File: config.mk
export PLATFORM = sky130hd
export DESIGN_NAME = cordic_arbiter_flat
export DESIGN_NICKNAME = d
export VERILOG_FILES = /design/src/rtl/cordic_arbiter_if.sv /design/src/rtl/cordic_arbiter.sv /design/src/flat_wrapper.sv
export SDC_FILE = /design/constraint.sdc
export NUM_CORES = 1
export LEC_CHECK = 0
export CAP_MARGIN = 20
export CELL_PAD_IN_SITES_DETAIL_PLACEMENT = 1
export CELL_PAD_IN_SITES_GLOBAL_PLACEMENT = 1
export CORE_ASPECT_RATIO = 1.4
export CORE_MARGIN = 2
export CORE_UTILIZATION = 28
export DETAILED_ROUTE_END_ITERATION = 12
export PLACE_DENSITY_LB_ADDON = 0.15
export SLEW_MARGIN = 20
export SYNTH_ARGS = -nofsm -noshare
export SYNTH_HDL_FRONTEND = slang
export SYNTH_SLANG_ARGS = --single-unit
File: constraint.sdc
create_clock -name clk -period 8.17 [get_ports clk]
set_clock_uncertainty 0.05 [all_clocks]
set_input_delay 0.817 -clock clk [delete_from_list [all_inputs] [get_ports clk]]
set_output_delay 0.817 -clock clk [all_outputs]
set_load 0.005 [all_outputs]
File: src/rtl/cordic_arbiter_if.sv
// Requester-side bundle for cordic_arbiter: per-requester operand channel and
// one-hot response channel sharing a single result bus.
interface cordic_arbiter_if #(
    parameter int data_width = 16,
    parameter int num_req    = 4
);
    logic [num_req-1:0]            req_valid;
    logic [num_req-1:0]            req_ready;
    logic [num_req*data_width-1:0] req_x;
    logic [num_req*data_width-1:0] req_y;
    logic [num_req*data_width-1:0] req_z;
    logic [num_req-1:0]            resp_valid;
    logic [num_req-1:0]            resp_ready;
    logic [data_width-1:0]         resp_x;
    logic [data_width-1:0]         resp_y;
    logic                          resp_error;

    modport master (
        output req_valid, req_x, req_y, req_z, resp_ready,
        input  req_ready, resp_valid, resp_x, resp_y, resp_error
    );

    modport slave (
        input  req_valid, req_x, req_y, req_z, resp_ready,
        output req_ready, resp_valid, resp_x, resp_y, resp_error
    );
endinterface

File: src/rtl/cordic_arbiter.sv
// Round-robin sequencer sharing one iterative CORDIC core among num_req
// requesters, with a watchdog that aborts transactions the core never finishes.
module cordic_arbiter #(
    parameter int data_width     = 16,
    parameter int num_req        = 4,
    parameter int timeout_cycles = 64
) (
    input  logic                         clk,
    input  logic                         reset,
    cordic_arbiter_if.slave              req_if,
    output logic                         busy,
    output logic                         cordic_enable,
    output logic                         cordic_clear,
    output logic signed [data_width-1:0] cordic_xin,
    output logic signed [data_width-1:0] cordic_yin,
    output logic signed [data_width-1:0] cordic_zin,
    input  logic                         cordic_done,
    input  logic signed [data_width-1:0] cordic_xout,
    input  logic signed [data_width-1:0] cordic_yout
);
    localparam int ptr_w = (num_req > 1) ? $clog2(num_req) : 1;
    localparam int wd_w  = $clog2(timeout_cycles) + 1;

    typedef enum logic [1:0] {IDLE, BUSY, RESP} state_t;

    state_t             state, state_nxt;
    logic [ptr_w-1:0]   pointer;
    logic [ptr_w-1:0]   owner;
    logic [ptr_w-1:0]   grant;
    logic               grant_vld;
    logic [ptr_w:0]     idx_sum;
    logic [wd_w-1:0]    wdog;
    logic               timeout_hit;
    logic [num_req-1:0] req_ready_c;
    logic [num_req-1:0] resp_valid_c;

    assign timeout_hit       = (wdog == wd_w'(timeout_cycles - 1));
    assign req_if.req_ready  = req_ready_c;
    assign req_if.resp_valid = resp_valid_c;

    // Scanning offsets from high to low leaves the closest requester at or after pointer.
    always_comb begin
        grant     = '0;
        grant_vld = 1'b0;
        idx_sum   = '0;
        for (int i = num_req - 1; i >= 0; i--) begin
            idx_sum = {1'b0, pointer} + (ptr_w + 1)'(i);
            if (idx_sum >= (ptr_w + 1)'(num_req))
                idx_sum = idx_sum - (ptr_w + 1)'(num_req);
            if (req_if.req_valid[idx_sum[ptr_w-1:0]]) begin
                grant     = idx_sum[ptr_w-1:0];
                grant_vld = 1'b1;
            end
        end
    end

    always_comb begin
        state_nxt     = state;
        req_ready_c   = '0;
        resp_valid_c  = '0;
        busy          = (state != IDLE);
        cordic_enable = 1'b0;
        case (state)
            IDLE: begin
                if (grant_vld) begin
                    // Gated so every output reads zero while reset is held.
                    req_ready_c[grant] = ~reset;
                    state_nxt          = BUSY;
                end
            end
            BUSY: begin
                cordic_enable = 1'b1;
                if (cordic_done || timeout_hit)
                    state_nxt = RESP;
            end
            RESP: begin
                resp_valid_c[owner] = 1'b1;
                if (req_if.resp_ready[owner])
                    state_nxt = IDLE;
            end
            default: state_nxt = IDLE;
        endcase
    end

    always_ff @(posedge clk or posedge reset) begin
        if (reset)
            state <= IDLE;
        else
            state <= state_nxt;
    end

    always_ff @(posedge clk or posedge reset) begin
        if (reset) begin
            pointer           <= '0;
            owner             <= '0;
            wdog              <= '0;
            cordic_clear      <= 1'b0;
            cordic_xin        <= '0;
            cordic_yin        <= '0;
            cordic_zin        <= '0;
            req_if.resp_x     <= '0;
            req_if.resp_y     <= '0;
            req_if.resp_error <= 1'b0;
        end else begin
            cordic_clear <= 1'b0;
            case (state)
                IDLE: begin
                    if (grant_vld) begin
                        cordic_xin <= req_if.req_x[grant*data_width +: data_width];
                        cordic_yin <= req_if.req_y[grant*data_width +: data_width];
                        cordic_zin <= req_if.req_z[grant*data_width +: data_width];
                        owner      <= grant;
                        pointer    <= (grant == ptr_w'(num_req - 1)) ? '0 : grant + ptr_w'(1);
                        wdog       <= '0;
                    end
                end
                BUSY: begin
                    wdog <= wdog + wd_w'(1);
                    // A done on the timeout cycle still delivers the real result.
                    if (cordic_done) begin
                        req_if.resp_x     <= cordic_xout;
                        req_if.resp_y     <= cordic_yout;
                        req_if.resp_error <= 1'b0;
                    end else if (timeout_hit) begin
                        req_if.resp_x     <= '0;
                        req_if.resp_y     <= '0;
                        req_if.resp_error <= 1'b1;
                        cordic_clear      <= 1'b1;
                    end
                end
                RESP: begin
                    if (req_if.resp_ready[owner])
                        req_if.resp_error <= 1'b0;
                end
                default: ;
            endcase
        end
    end
endmodule

File: src/flat_wrapper.sv
// flat-port wrapper written by rule: the top's interface ports become plain ports
module cordic_arbiter_flat 
#(
    parameter int data_width     = 16,
    parameter int num_req        = 4,
    parameter int timeout_cycles = 64
)
  (clk, reset, busy, cordic_enable, cordic_clear, cordic_xin, cordic_yin, cordic_zin, cordic_done, cordic_xout, cordic_yout, req_if_req_valid, req_if_req_x, req_if_req_y, req_if_req_z, req_if_resp_ready, req_if_req_ready, req_if_resp_valid, req_if_resp_x, req_if_resp_y, req_if_resp_error);
  cordic_arbiter_if #(.data_width(data_width), .num_req(num_req)) req_if_i ();
  input  logic clk;
  input  logic reset;
  output logic busy;
  output logic cordic_enable;
  output logic cordic_clear;
  output logic signed [data_width-1:0] cordic_xin;
  output logic signed [data_width-1:0] cordic_yin;
  output logic signed [data_width-1:0] cordic_zin;
  input  logic cordic_done;
  input  logic signed [data_width-1:0] cordic_xout;
  input  logic signed [data_width-1:0] cordic_yout;
  input wire logic [$bits(req_if_i.req_valid)-1:0] req_if_req_valid;
  input wire logic [$bits(req_if_i.req_x)-1:0] req_if_req_x;
  input wire logic [$bits(req_if_i.req_y)-1:0] req_if_req_y;
  input wire logic [$bits(req_if_i.req_z)-1:0] req_if_req_z;
  input wire logic [$bits(req_if_i.resp_ready)-1:0] req_if_resp_ready;
  output wire logic [$bits(req_if_i.req_ready)-1:0] req_if_req_ready;
  output wire logic [$bits(req_if_i.resp_valid)-1:0] req_if_resp_valid;
  output wire logic [$bits(req_if_i.resp_x)-1:0] req_if_resp_x;
  output wire logic [$bits(req_if_i.resp_y)-1:0] req_if_resp_y;
  output wire logic [$bits(req_if_i.resp_error)-1:0] req_if_resp_error;
  assign req_if_i.req_valid = req_if_req_valid;
  assign req_if_i.req_x = req_if_req_x;
  assign req_if_i.req_y = req_if_req_y;
  assign req_if_i.req_z = req_if_req_z;
  assign req_if_i.resp_ready = req_if_resp_ready;
  assign req_if_req_ready = req_if_i.req_ready;
  assign req_if_resp_valid = req_if_i.resp_valid;
  assign req_if_resp_x = req_if_i.resp_x;
  assign req_if_resp_y = req_if_i.resp_y;
  assign req_if_resp_error = req_if_i.resp_error;
  cordic_arbiter #(.data_width(data_width), .num_req(num_req), .timeout_cycles(timeout_cycles)) u_core (.clk(clk), .reset(reset), .req_if(req_if_i), .busy(busy), .cordic_enable(cordic_enable), .cordic_clear(cordic_clear), .cordic_xin(cordic_xin), .cordic_yin(cordic_yin), .cordic_zin(cordic_zin), .cordic_done(cordic_done), .cordic_xout(cordic_xout), .cordic_yout(cordic_yout));
endmodule
Yosys cells after proc, flatten, opt, wreduce, memory -nomap -nowiden:

Index checks and enable logic that the tools add are counted.

* register bits after elaboration: 95
* input port bits: 235
* output and inout bits: 92
* logic and storage cells: 105

* $add $sub $neg: 9
* order comparisons: 12
* eq/ne operators: 8
* shift-type cells: 3
* muxes and demuxes: 47
* bitwise operators: 2
* reduce and logical (&&, ||, !) cells: 13

Operator list (count)
* $shiftx A64 B7 Y16: 3
* $mux W16: 3
* $mux W2: 12
* $lt A2 B3 Y1 const B: 6
* $mux W1: 18
* $pmux W7 S2: 1
* $mux W4: 3
* $bmux W1 S2: 5
* $ge A3 B3 Y1 const B: 3
* $reduce_bool A2 Y1: 4
* $sub A2 B1 Y2 const B: 4
* $add A7 B1 Y7 const B: 1
* $eq A7 B6 Y1 const B: 1
* $mux W7: 1
* $add A2 B2 Y3 const B: 2
* $ne A2 B1 Y1 const B: 3
* $pmux W2 S3: 1
* $reduce_and A2 Y1: 3
* $reduce_and A3 Y1: 2
* $and A4 B4 Y4: 1
* $demux W1 S2: 2
* $eq A2 B2 Y1 const B: 2
* $ge A2 B1 Y1 const B: 2
* $add A2 B1 Y3 const B: 1
* other kinds (9): 10

Depth between registers and ports, before layout:

Gate-level depths: netlist of the first run.

* depth in word-level cells: 16
* mapped depth: 8
* depth with buffers taken out: 7

Worst setup path before layout of the first run:

Ideal clock, no wire load.

* path kind: input-to-output
* from: input port reset
* to: output port req_if_req_ready[3]
* arrival: 3.188 ns
* data required time: 7.303 ns
* setup slack: 4.115 ns
* stages on the path: 2
* buffers on the path: 0
* path through: inv_1 -> and3_1

* cells in the longest elaborated chain, start to end: 4

Ends and longest elaborated chain
* from (decl): line flat_wrapper.sv:11 `input logic reset;`
* $not A1 Y1: line cordic_arbiter.sv:67 `req_ready_c[grant] = ~reset;`
* $and A4 B4 Y4 (no source line)
* $mux W4: line cordic_arbiter.sv:65 `if (grant_vld) begin`
* $mux W4: line cordic_arbiter.sv:63 `case (state)`
* to (decl): line flat_wrapper.sv:26 `output wire logic [$bits(req_if_i.req_ready)-1:0] req_if_req_ready;`

No other way between the ends.

Final worst setup path of the first run:

* from: input port req_if_req_valid[1]
* to: output port req_if_req_ready[3]

* cells in the longest elaborated chain, start to end: 13
* elaborated cells on any way between the ends: 24
* those cells by class: 2 x order compare; 20 x mux; 1 x bitwise; 1 x reduce/logical

Ends and longest elaborated chain
* from (decl): line flat_wrapper.sv:21 `input wire logic [$bits(req_if_i.req_valid)-1:0] req_if_req_valid;`
* $bmux W1 S2: line cordic_arbiter.sv:50 `if (req_if.req_valid[idx_sum[ptr_w-1:0]]) begin`
* $mux W1 (implied by the code): line cordic_arbiter.sv:50
* $mux W2 (4 in series): line cordic_arbiter.sv:50
* $lt A2 B3 Y1 (implied by the code) or $ge A2 B1 Y1 (tied branches): line cordic_arbiter.sv:67
* $logic_and A1 B1 Y1 (implied by the code): line cordic_arbiter.sv:67
* $mux W1 (implied by the code): line cordic_arbiter.sv:67
* $demux W1 S2
* $and A4 B4 Y4 (no source line)
* $mux W4 *: line cordic_arbiter.sv:65
* $mux W4 *: line cordic_arbiter.sv:63

Every way passes the cells marked *; elsewhere a longest branch is shown, timed or not. The select of a mux whose other input is x is not followed.

==> impl_metrics.py, run 1 <==
metrics = {
    "run_status": {
        "status": "finished clean",
    },
    "power": {
        "seq_power_share_pct": 29.9,
        "power.density_nw_per_um2": 311,
        "switching_share_pct": 35.7,
        "switchingPower_uw": 990,
        "leakage_nw": 3.54,
        "power.internal_mw": 1.78,
        "ir_drop_mv": 0.111,
        "p_comb_share_pct": 52.3,
        "p_clk_share_pct": 17.8,
    },
    "timing": {
        "slew_headroom_pct": 42.0,
        "setup_violations": 0,
        "tightest_slew_ns": 0.870,
        "final.setup.tns_ns": 0,
        "rsz0062_at_grt": "no",
        "finalHoldViolations": 0,
        "slew_violations": 0,
        "fin_crit_ns": 5.00,
        "fmax_mhz": 200,
        "period_share_pct": 61.2,
    },
    "hold_path": {
        "hold_class": "flip-flop to flip-flop",
        "min_path_cells": 1,
        "holdPathEnd": "u_core.req_if.resp_y[1]",
        "hold_start": "u_core.req_if.resp_y[1]",
    },
    "global_route": {
        "first_global_vias": 5937,
        "grt_overflow": 0,
        "globalRouteTotalUtil_pct": 22.2,
        "grt_pass1_wl_um": 33400,
        "grt_max_degree": 62,
        "antenna_found_initial": 1,
    },
    "detailed_routing": {
        "wl_per_cell_um": 21.3,
        "final_antenna_net_count": 0,
        "drt-pass1-iter-count": 5,
        "via_per_inst": 5.28,
        "first_iter_violations": 147,
        "wirelength_um": 22100,
        "drc": 0,
        "dr_total_vias": 5501,
    },
    "clock_tree": {
        "cts_max_path_buffers": 2,
        "post_cts_buffers": 0,
        "cts.clk_slew.worst_paths_ns": 0.07,
        "cts_resized": 0,
        "cts_root_buffer": "clkbuf_16",
        "cts_max_level": 3,
        "cts_tree": "done",
        "numCtsBuffers": 9,
        "clk_latency_ns": 0.35,
        "cts_hold_buf": 0,
        "cts_sinks": 95,
    },
    "placement": {
        "io_buffer_count": 326,
        "dpl.hpwl_um": 16500,
        "placed_area_um2": 8560,
        "gp_congestion": 0.794,
    },
    "floorplan": {
        "row_count": 58,
        "io_pins": 327,
        "dieHeight_um": 164,
        "die_w_um": 118,
        "core_um2": 18000,
        "die_area_um2": 19500,
        "start_util_pct": 28.5,
    },
    "logic_synthesis": {
        "synth.largest_area_cell": "dfrtp_1",
        "synth_async_sr_flop_share_pct": 100,
        "synth-edff-count": 0,
        "yosys-top-cells-area": "dfrtp_1, mux2_1, a221o_1, a22o_1, nand3_1",
        "synth.top_cell.area_share_pct": 46.3,
        "yosys_warnings": 0,
        "ys_ff_latch": 95,
        "syn_inst": 502,
        "synth_area_per_cell_um2": 10.2,
        "syn_area_um2": 5130,
        "synthFlopType": "dfrtp_1",
        "ys_types": 44,
        "ys_seq_area_share_pct": 46.3,
        "syn_nets": 739,
    },
    "layout": {
        "multiInputGateArea_um2": 2520,
        "fillers": 2042,
        "nNetsFinal": 1033,
        "postLayoutCellArea_um2": 8910,
        "drive_gt1_share_pct": 4.75,
        "syn_to_final_growth_pct": 73.5,
        "seq_area_um2": 2380,
    },
    "worst_setup_path": {
        "crit_type": "input port to primary output",
        "regToRegSetupSlack_ns": 5.03,
        "cp-end-kind": "primary output",
        "r2r-start": "u_core.pointer[1]",
        "reg2reg_to": "u_core.cordic_xin[14]",
        "cp_max_fo": 51,
        "cp.required_ns": 7.30,
        "crit_arrival_ns": 4.13,
        "ff2ff_path_depth": 6,
        "worstSetupStartpointType": "input port",
    },
    "job": {
        "max-cap-violations": 0,
    },
}
==> power by group through the flow <==
stage               registers (mW)  clock network [mW]  logic, mW
floorplan                    0.822                   0      0.716
global placement             0.821                   0       1.42
global route                 0.860               0.525       1.57
CTS                          0.830               0.510       1.48
detailed placement           0.832                   0       1.48
finish                       0.830               0.492       1.45
==> metal layers <==
metal | global-route usage (%) | share of wire, % | vias up
met5 | 0 | 0 | -
met4 | 9.04 | 3.4 | 0
met3 | 5.76 | 7.0 | 33
met2 | 41.5 | 53 | 228
met1 | 23.6 | 37 | 2727
li1 | - | - | 2513
==> synth_stat cells (2+ instances only) <==
| cell type | count |
|---|---|
| or2_2 | 2 |
| buf_2 | 15 |
| clkbuf_1 | 26 |
| nand2_1 | 17 |
| dfrtp_1 | 95 |
| a22o_1 | 32 |
| nand3_1 | 50 |
| inv_1 | 5 |
| nor4_1 | 4 |
| and3_1 | 3 |
| nor2b_1 | 2 |
| o21ai_0 | 49 |
| nor2_1 | 9 |
| nand2b_1 | 3 |
| buf_1 | 3 |
| a21oi_1 | 49 |
| ha_1 | 2 |
| mux2_1 | 47 |
| buf_6 | 5 |
| a221o_1 | 48 |
| o21ai_1 | 12 |
| and2_1 | 2 |
==> cell type report <==
cell class,instances,area share [%]
Timing Repair Buffer,333,37.4
Multi-Input combinational cell,351,28.3
Sequential cell,95,26.7
Tap cell,240,3.37
Clock buffer,9,2.53
Clock inverter,6,1.31
Inverter,6,0.281
Antenna cell,1,0.0281
==> per-stage QoR <==
step	setup slack (ns)	util, %	instances	power [mW]	hold WS [ns]
5_1_grt	2.94	49.5	1041	2.95	0.474
2_1_floorplan	4.12	-	502	1.54	0.424
6_report	3.17	49.5	1041	2.77	0.457
4_1_cts	3.10	49.5	1040	2.82	0.459
3_5_place_dp	3.10	47.6	1025	2.31	0.440
3_3_place_gp	3.25	47.4	1024	2.24	0.437
==> layout by cell type (no fill, tap or decap), drive strengths merged, types with 4 or more instances in the layout <==
cell / synthesis / layout
a21oi: 49 / 49
a221o: 48 / 48
a22o: 32 / 32
buf: 24 / 7
clkbuf: 26 / 9
clkdlybuf4s50: 0 / 326
dfrtp: 95 / 95
inv: 6 / 8
mux2: 48 / 48
nand2: 18 / 18
nand3: 50 / 50
nor2: 10 / 10
nor4: 4 / 4
o21ai: 61 / 61
==> sequential cells by signal, indices dropped and copies added (netlist names) <==
signal	count
u_core.cordic_clear	1
u_core.cordic_xin	16
u_core.cordic_yin	16
u_core.cordic_zin	16
u_core.owner	2
u_core.pointer	2
u_core.req_if.resp_error	1
u_core.req_if.resp_x	16
u_core.req_if.resp_y	16
u_core.state	2
u_core.wdog	7
==> worst max-delay path, cell delays in order <==
cell,delay [ns]
clkdlybuf4s50_1,0.54
a21boi_1,0.32
o22a_2,0.21
buf_4,0.46
nand2_4,0.51
inv_1,0.30
ha_1,0.22
and3_1,0.16
clkdlybuf4s50_1,0.53
==> cells by family after synthesis <==
kind of cell               count (synthesis)  synth area share, %
DFF                                       95                 46.3
and+or+nand+nor                           98                 9.53
xor gates and xnor gates                   1                0.171
AOI/OAI and AO/OA                        200                 27.1
adders and majority gates                  2                0.487
buffers and inverters                     56                 5.26
muxes                                     50                 11.2
==> how the worst max path moves through the flow <==
stage / start / to / slack [ns] / cells past startpoint
after floorplan: reset / req_if_req_ready[3] / 4.12 / 2
after global placement: req_if_req_valid[1] / req_if_req_ready[3] / 3.25 / 9
after detailed placement: req_if_req_valid[1] / req_if_req_ready[3] / 3.10 / 9
after CTS: req_if_req_valid[1] / req_if_req_ready[3] / 3.10 / 9
after global routing: req_if_req_valid[2] / req_if_req_ready[3] / 2.94 / 9
final: req_if_req_valid[1] / req_if_req_ready[3] / 3.17 / 9
Power figures use the tool's default switching activity.
==> run 2: changes to the inputs <==
- CORE_UTILIZATION: 28 -> 24
- clock period: 8.17 -> 4.4 ns (I/O delays scaled with it)
==> run 2 against run 1 <==
Effect of this change:
- sequential power rose by 86%
- worst hold slack got worse by 0.015 ns
- cell count rose by 2.4%
- wire length rose by 1.6%
- non-clock buffer count rose by 3
- worst setup slack got worse by 2.2 ns
- first-iteration DRC count rose by 61%
- critical endpoint unchanged
- critical path depth fell by 1
- largest cell class unchanged
- highest routed layer unchanged
- via count did not move
- sequential share of layout area fell by 0.20 points
==> impl_metrics.py, run 2 (synthesized netlist as in run 1, its figures left out) <==
metrics = {
    "worst_setup_path": {
        "cp-end-kind": "primary output",
        "crit_arrival_ns": 2.92,
        "cp.required_ns": 3.91,
        "cp_max_fo": 26,
        "regToRegSetupSlack_ns": 1.55,
        "crit_type": "input port to primary output",
        "worstSetupStartpointType": "input port",
    },
    "clock_tree": {
        "post_cts_buffers": 0,
        "cts_tree": "done",
        "cts.clk_slew.worst_paths_ns": 0.08,
        "cts_max_level": 3,
        "numCtsBuffers": 9,
        "clk_latency_ns": 0.34,
        "cts_resized": 0,
        "cts_sinks": 95,
        "cts_hold_buf": 0,
        "cts_max_path_buffers": 2,
        "cts_root_buffer": "clkbuf_16",
    },
    "placement": {
        "io_buffer_count": 326,
        "dpl.hpwl_um": 16800,
        "place_ws_ns": 0.920,
        "gp_congestion": 0.803,
    },
    "global_route": {
        "globalRouteTotalUtil_pct": 19.5,
        "first_global_vias": 6146,
        "grt_pass1_wl_um": 34100,
        "antenna_found_initial": 2,
        "grt_max_degree": 76,
        "grt_overflow": 0,
    },
    "timing": {
        "finalHoldViolations": 0,
        "fmax_mhz": 293,
        "tightest_slew_ns": 0.911,
        "timing.hold.ws_ns": 0.442,
        "setup_violations": 0,
        "fin_crit_ns": 3.41,
        "slew_violations": 0,
        "slew_headroom_pct": 39.3,
        "setup_ws_ns": 0.989,
        "final.setup.tns_ns": 0,
        "rsz0062_at_grt": "no",
        "period_share_pct": 77.5,
    },
    "power": {
        "power_mw": 5.13,
        "switching_share_pct": 36.1,
        "p_comb_share_pct": 53.1,
        "ir_drop_mv": 0.279,
        "leakage_nw": 3.55,
        "switchingPower_mw": 1.85,
        "seq_power_share_pct": 30.0,
        "p_clk_share_pct": 16.9,
        "power.density_nw_per_um2": 571,
        "power.internal_mw": 3.27,
    },
    "floorplan": {
        "row_count": 63,
        "die_w_um": 128,
        "core_um2": 21100,
        "io_pins": 327,
        "dieHeight_um": 177,
        "die_area_um2": 22600,
        "start_util_pct": 24.3,
    },
    "detailed_routing": {
        "wl_per_cell_um": 21.1,
        "drt-pass1-iter-count": 4,
        "drc": 0,
        "dr_total_vias": 5501,
        "via_per_inst": 5.16,
        "wirelength_um": 22500,
        "first_iter_violations": 236,
        "final_antenna_net_count": 0,
    },
    "layout": {
        "final_common_cell": "clkdlybuf4s50_1",
        "drive_gt1_share_pct": 5.10,
        "syn_to_final_growth_pct": 74.8,
        "final_cell_mix": "clkdlybuf4s50_1, dfrtp_1, nand3_1, o21ai_0, a21oi_1",
        "final_core_util_pct": 42.5,
        "nNetsFinal": 1036,
    },
    "job": {
        "max-cap-violations": 0,
    },
    "hold_path": {
        "hold_class": "input port to async pin",
    },
    "run_status": {
        "status": "finished clean",
    },
}
-- run 2: changes by cell type in the layout (fill, tap and decap cells not counted), sizes merged --
cell and delta:
diode +1, buf +3, clkinvlp +2, bufinv -1
-- run 2: path summary, 6_finish.rpt --
check	end	from	depth (start not counted)
hold reg to reg	u_core.req_if.resp_x[4]	u_core.req_if.resp_x[4]	1
min in group clk	u_core.req_if.resp_x[4]	u_core.req_if.resp_x[4]	1
max in group asynchronous	u_core.req_if.resp_y[6]	reset	4
setup reg to reg	u_core.cordic_yin[8]	u_core.state[1]	6
setup / recovery	req_if_req_ready[3]	req_if_req_valid[1]	8
hold / removal	u_core.cordic_zin[14]	reset	2
-- run 2: cell type report --
type,instances,area (um2)
Clock inverter,7,104
Sequential cell,95,2380
Antenna cell,2,5.00
Multi-Input combinational cell,351,2520
Inverter,6,25.0
Clock buffer,9,225
Timing Repair Buffer,336,3390
Tap cell,260,325
Fill cell,2392,12200
-- run 2: per-stage QoR --
stage	area (um2)	std cells
floorplan	5130	502
global placement	8560	1045
detailed placement	8620	1047
CTS	8950	1063
global route	8970	1065
finish	8970	1066
-- run 2: metal layers --
layer  routed length [um]  part of all wire (%)  vias up  GRT usage, %
met3                 1470                   6.6       33          4.84
met4                  638                   2.8        0          7.69
met5                    0                     0        -             0
met1                 8460                    38     2730          21.4
met2                11900                    53      214          35.7
li1                     -                     -     2524             -
-- run 2: worst max-delay path, cell delays in order --
cell	delay, ns
clkdlybuf4s50_1	0.54
a21boi_1	0.35
o22a_2	0.25
nand2_4	0.23
inv_1	0.21
ha_1	0.19
and3_1	0.16
clkdlybuf4s50_1	0.55
-- run 2: power by group through the flow --
stage,Sequential (mW),Clock [mW],Combinational [mW]
6_report,1.54,0.867,2.72
5_1_grt,1.60,0.940,2.97
4_1_cts,1.54,0.896,2.77
3_5_place_dp,1.54,0,2.77
3_3_place_gp,1.53,0,2.66
2_1_floorplan,1.53,0,1.33
